<file path="src/rtl/uart_pkg.sv">
`timescale 1ns/1ps
// uart_pkg: shared UART definitions (receiver FSM states, default bit period).
// Used by uart_rx and the companion transmitter.
package uart_pkg;
  // 100 MHz system clock at 115200 baud
  localparam int CLKS_PER_BIT_DEFAULT = 868;
  typedef enum logic [1:0] {IDLE, START, DATA, STOP} uart_state_e;
endpackage

</file>
<file path="src/rtl/uart_sync.sv">
`timescale 1ns/1ps
// uart_sync: two-flop synchronizer for the asynchronous serial line.
// clk: system clock; reset: async active-low, flops reset to 1 (line idle);
// d: asynchronous input; q: synchronized output (2-cycle latency).
module uart_sync (
  input  logic clk,
  input  logic reset,
  input  logic d,
  output logic q
);
  logic [1:0] sync_q;
  logic [1:0] sync_d;
  always_comb sync_d = {sync_q[0], d};
  always_ff @(posedge clk or negedge reset)
    if (!reset) sync_q <= 2'b11;
    else sync_q <= sync_d;
  assign q = sync_q[1];
endmodule

</file>
<file path="src/rtl/uart_rx.sv">
`timescale 1ns/1ps
// uart_rx: 8N1 UART receiver with one-byte holding register.
// clk: system clock; reset: async active-low; din: serial line (idle high);
// dout: last received byte; vdout: unread byte present; rd: consume pulse;
// overrun: sticky, byte overwritten before rd; frame_err: one-cycle pulse on
// low stop bit; busy: receiver not idle.
module uart_rx import uart_pkg::*; #(
  parameter int CLKS_PER_BIT = CLKS_PER_BIT_DEFAULT
) (
  input  logic       clk,
  input  logic       reset,
  input  logic       din,
  output logic [7:0] dout,
  output logic       vdout,
  input  logic       rd,
  output logic       overrun,
  output logic       frame_err,
  output logic       busy
);
  localparam int CW = $clog2(CLKS_PER_BIT);
  localparam logic [CW-1:0] FULL = CW'(CLKS_PER_BIT - 1);
  localparam logic [CW-1:0] HALF = CW'(CLKS_PER_BIT / 2 - 1);
  logic din_s;
  uart_state_e state_q, state_d;
  logic [CW-1:0] cnt_q, cnt_d;
  logic [2:0] idx_q, idx_d;
  logic [7:0] shift_q, shift_d;
  logic [7:0] dout_q, dout_d;
  logic vdout_q, vdout_d, overrun_q, overrun_d, frame_err_q, frame_err_d, busy_q, busy_d;
  logic stop_hit, deliver, ack;
  uart_sync u_sync (.clk(clk), .reset(reset), .d(din), .q(din_s));
  // Start is confirmed at half a bit, so every later full-bit count lands
  // mid-bit; leaving STOP mid-stop-bit lets a back-to-back start be seen.
  always_comb begin
    state_d = state_q;
    cnt_d = cnt_q + 1'b1;
    idx_d = idx_q;
    shift_d = shift_q;
    case (state_q)
      IDLE: begin
        cnt_d = '0;
        if (!din_s) state_d = START;
      end
      START:
        if (cnt_q == HALF) begin
          cnt_d = '0;
          idx_d = '0;
          state_d = din_s ? IDLE : DATA;
        end
      DATA:
        if (cnt_q == FULL) begin
          cnt_d = '0;
          shift_d = {din_s, shift_q[7:1]};
          idx_d = idx_q + 1'b1;
          if (idx_q == 3'd7) state_d = STOP;
        end
      STOP:
        if (cnt_q == FULL) begin
          cnt_d = '0;
          state_d = IDLE;
        end
      default: state_d = IDLE;
    endcase
  end
  // A read in the delivery cycle consumes the old byte, so it never counts
  // toward overrun.
  always_comb begin
    stop_hit = (state_q == STOP) && (cnt_q == FULL);
    deliver = stop_hit && din_s;
    ack = rd && vdout_q;
    dout_d = deliver ? shift_q : dout_q;
    vdout_d = deliver || (vdout_q && !rd);
    overrun_d = ack ? 1'b0 : (overrun_q || (deliver && vdout_q));
    frame_err_d = stop_hit && !din_s;
    busy_d = state_d != IDLE;
  end
  always_ff @(posedge clk or negedge reset)
    if (!reset) begin
      state_q <= IDLE;
      cnt_q <= '0;
      idx_q <= '0;
      shift_q <= '0;
    end else begin
      state_q <= state_d;
      cnt_q <= cnt_d;
      idx_q <= idx_d;
      shift_q <= shift_d;
    end
  always_ff @(posedge clk or negedge reset)
    if (!reset) begin
      dout_q <= '0;
      vdout_q <= 1'b0;
      overrun_q <= 1'b0;
      frame_err_q <= 1'b0;
      busy_q <= 1'b0;
    end else begin
      dout_q <= dout_d;
      vdout_q <= vdout_d;
      overrun_q <= overrun_d;
      frame_err_q <= frame_err_d;
      busy_q <= busy_d;
    end
  assign dout = dout_q;
  assign vdout = vdout_q;
  assign overrun = overrun_q;
  assign frame_err = frame_err_q;
  assign busy = busy_q;
endmodule

</file>
<file path="config.mk">
export PLATFORM = sky130hd
export DESIGN_NAME = uart_rx
export DESIGN_NICKNAME = d
export VERILOG_FILES = /design/src/rtl/uart_pkg.sv /design/src/rtl/uart_sync.sv /design/src/rtl/uart_rx.sv
export SDC_FILE = /design/constraint.sdc
export NUM_CORES = 1
export LEC_CHECK = 0
export ABC_AREA = 0
export ABC_CLOCK_PERIOD_IN_PS = 2400
export CAP_MARGIN = 5
export CORE_AREA = 2 2 66 68
export CTS_CLUSTER_DIAMETER = 150
export DETAILED_ROUTE_END_ITERATION = 10
export DIE_AREA = 0 0 68 70
export GPL_TIMING_DRIVEN = 0
export PLACE_DENSITY = 0.65
export RECOVER_POWER = 50
export SETUP_SLACK_MARGIN = 0.05
export SKIP_CTS_REPAIR_TIMING = 1
export SLEW_MARGIN = 20
export SYNTH_ARGS = -nofsm -noshare
export SYNTH_HDL_FRONTEND = slang
export SYNTH_HIERARCHICAL = 1
export SYNTH_SLANG_ARGS = --single-unit
</file>
<file path="constraint.sdc">
create_clock -name clk -period 2.4 [get_ports clk]
set_clock_uncertainty 0.15 [all_clocks]
set_input_delay 0.36 -clock clk [delete_from_list [all_inputs] [get_ports clk]]
set_output_delay 0.36 -clock clk [all_outputs]
set_load 0.05 [all_outputs]
</file>
==> qor.tcl <==
set qor(status) {completed}
set qor(clock.fmax_ghz) 0.482
set qor(syn-mean-instance-area_um2) 11.8
set qor(grt_pass1_wl_mm) 5.02
set qor(fill_cells) 357
set qor(vias_in_the_first_global_route) 1146
set qor(setup-violations-final) 0
set qor(clock_latency_ps) 290
set qor(timing.hold.worst.class) {reg2reg}
set qor(drt_first_pass_iters) 4
set qor(cts_htree_levels) 2
set qor(die_height_um) 70
set qor(initial_utilization_pct) 41.9
set qor(yosys_most_used_dff) {sky130_fd_sc_hd__dfrtp_1}
set qor(layout-area-overhead-vs-synth_pct) 19.2
set qor(grt_antenna_before_repair) 0
set qor(final_weighted_congestion_in_routability_driven_placement) 0.746
set qor(worstSetupStartpointType) {flop}
set qor(final_core_utilization_pct) 50.0
set qor(synthDistinctLibCells) 36
set qor(yosysMostFrequentCell) {sky130_fd_sc_hd__dfrtp_1}
set qor(peakVddDrop_mv) 0.244
set qor(max_cap_viol_count) 0
set qor(synth-edff-count) 0
set qor(multi_input_comb_area_um2) 751
set qor(cp_data_required_time_ps) 2400
set qor(ant_nets) 0
set qor(sequential_cell_area_um2) 928
set qor(cell_area_after_technology_mapping_mm2) 0.00174
set qor(classification_of_the_worst_setup_path) {reg2reg}
set qor(dieArea_mm2) 0.00476
set qor(yosys-top-cells-area) {sky130_fd_sc_hd__dfrtp_1 (50%), sky130_fd_sc_hd__mux2_2 (9.7%), sky130_fd_sc_hd__ha_1 (5.8%)}
set qor(slew_headroom_pct) 52.0
set qor(drt_drc_violations_left) 0
set qor(synth-seq-cells) 37
set qor(total_leakage_power_nw) 0.975
set qor(number_of_core_rows) 24
set qor(cts_tree) {yes}
set qor(synth-warning-count) 6
set qor(clock_path_buffers) 2
set qor(finalCritPeriodShare_pct) 86.5
set qor(critPathMaxFanout) 10
set qor(path_clk_slew_ps) 70
set qor(total_nets_after_synthesis) 159
set qor(unrepaired_setup_endpoints_after_global_routing) {false}
set qor(ys_seq_area_share_pct) 53.4
set qor(dieWidth_um) 68
set qor(nets) 183
set qor(post_route_setup_tns_ps) 0
set qor(diodes) 0
set qor(routed-via-count) 1171
set qor(crit_arrival_ps) 2080
set qor(drive_above_1_share_pct) 20.9
set qor(tightestPinTransition_ps) 720
set qor(grt_usage_pct) 13.9
set qor(clock-sinks) 37
set qor(floorplan.io_pins) 16
set qor(min_period_ps) 2080
set qor(finalWirelength_mm) 2.92
set qor(post_drt_wl_per_cell_um) 13.0
set qor(synthTopCellsByCount) {sky130_fd_sc_hd__dfrtp_1 (35), sky130_fd_sc_hd__mux2_2 (15), sky130_fd_sc_hd__nor2_1 (12)}
set qor(post_detailed_placement_half_perimeter_wirelength_mm) 2.23
set qor(synth-async-reset-ratio_pct) 100
set qor(worst_setup_path_end_kind) {flop}
set qor(cts.root.buffer_cell) {sky130_fd_sc_hd__clkbuf_8}
set qor(report.final.hold_viol_count) 0
set qor(synthDominantAreaCellType) {sky130_fd_sc_hd__dfrtp_1}
set qor(grt_max_degree) 26
set qor(placement.io_buffers) 15
set qor(drt-initial-drc-count) 91
set qor(route.detailed.vias_per_inst) 5.23
set qor(tritoncts.num_buffers) 5
set qor(core_region_area_mm2) 0.00414
set qor(postSynthCellCount) 147
set qor(final_number_of_max_transition_violations) 0
set qor(overflow) 0
set qor(power_density_mw_per_mm2) 571
set qor(synth_top_cell_area_share_pct) 50.4
layer usage:
metal / global-route usage, % / part of all wire, % / up-vias
met5: 0 / 0 / -
met4: 5.11 / 1.6 / 0
met3: 5.48 / 4.7 / 6
met2: 22.3 / 50 / 26
met1: 16.6 / 43 / 573
li1: - / - / 566
cells by family after synthesis:
family	share of synthesized area (%)
AOI/OAI and AO/OA	8.06
xor gates and xnor gates	4.03
adders and majority gates	5.76
buffers and inverters	3.10
DFF	53.4
muxes	9.72
and+or+nand+nor	15.9
final timing paths:
kind | startpoint | cells after the start | to | slack, ps
max | cnt_q[2]$_DFF_PN0_ | 4 | busy$_DFF_PN0_ | 320
min | u_sync/sync_q[0]$_DFF_PN1_ | 0 | u_sync/sync_q[1]$_DFF_PN1_ | 210
max reg2reg | cnt_q[2]$_DFF_PN0_ | 4 | busy$_DFF_PN0_ | 320
min reg2reg | u_sync/sync_q[0]$_DFF_PN1_ | 0 | u_sync/sync_q[1]$_DFF_PN1_ | 210
max in group asynchronous | reset | 3 | overrun$_DFF_PN0_ | 580
min in group asynchronous | reset | 2 | idx_q[0]$_DFFE_PN0P_ | 480
worst max-delay path, stage by stage (launching register included):
cell	delay, ps
sky130_fd_sc_hd__dfrtp_1	450
sky130_fd_sc_hd__nor3b_4	390
sky130_fd_sc_hd__nand3_1	360
sky130_fd_sc_hd__a221oi_1	430
sky130_fd_sc_hd__o221ai_1	160
stage by stage:
stage | std cells | setup slack, ps | hold WS, ps | cell area (um^2) | power (mW)
after floorplan | 147 | 553 | -85.6 | 1740 | 0.640
after CTS | 223 | 390 | -177 | 2090 | 1.20
after global routing | 224 | 139 | 214 | 2070 | 1.23
final | 224 | 324 | 209 | 2070 | 1.18
after global placement | 214 | 42.5 | 197 | 1950 | 0.658
after detailed placement | 215 | 401 | 137 | 1980 | 0.663
state kept, by name, summed over array words and instances (netlist names), 2 cells and up:
signal         count
shift_q            8
u_sync/sync_q      2
dout               8
state_q            2
cnt_q             10
idx_q              3
final cells by class:
cell class,count,area share [%]
Buffer,4,0.966
Clock buffer,5,3.32
Clock inverter,3,2.23
Inverter,9,1.63
Multi-Input combinational cell,97,36.2
Sequential cell,37,44.8
Tap cell,52,3.14
Timing Repair Buffer,17,7.67
report_power, final:
part / internal [mW] / leakage [nW] / switching (mW)
Sequential: 0.626 / 0.485 / 0.00128
Clock: 0.311 / 0.0543 / 0.226
Combinational: 0.00490 / 0.436 / 0.0136
cells in the final DEF (no fill, tap or decap), types with 2 or more instances in the layout:
master                            count
sky130_fd_sc_hd__o21ai_0              4
sky130_fd_sc_hd__a21oi_1              3
sky130_fd_sc_hd__and2_1               3
sky130_fd_sc_hd__xnor2_1              2
sky130_fd_sc_hd__dlygate4sd3_1        3
sky130_fd_sc_hd__o311ai_0             2
sky130_fd_sc_hd__dfrtp_1             35
sky130_fd_sc_hd__and4_2               2
sky130_fd_sc_hd__clkbuf_1             3
sky130_fd_sc_hd__mux2_2              15
sky130_fd_sc_hd__xor2_1               6
sky130_fd_sc_hd__dfstp_2              2
sky130_fd_sc_hd__nor2b_1              2
sky130_fd_sc_hd__nor2_1              12
sky130_fd_sc_hd__clkbuf_8             5
sky130_fd_sc_hd__a31oi_1              3
sky130_fd_sc_hd__nand2_1              8
sky130_fd_sc_hd__ha_1                 8
sky130_fd_sc_hd__nand3_1             10
sky130_fd_sc_hd__a41oi_1              3
sky130_fd_sc_hd__inv_1                9
sky130_fd_sc_hd__clkdlybuf4s50_1     12
Power figures use the tool's default switching activity.
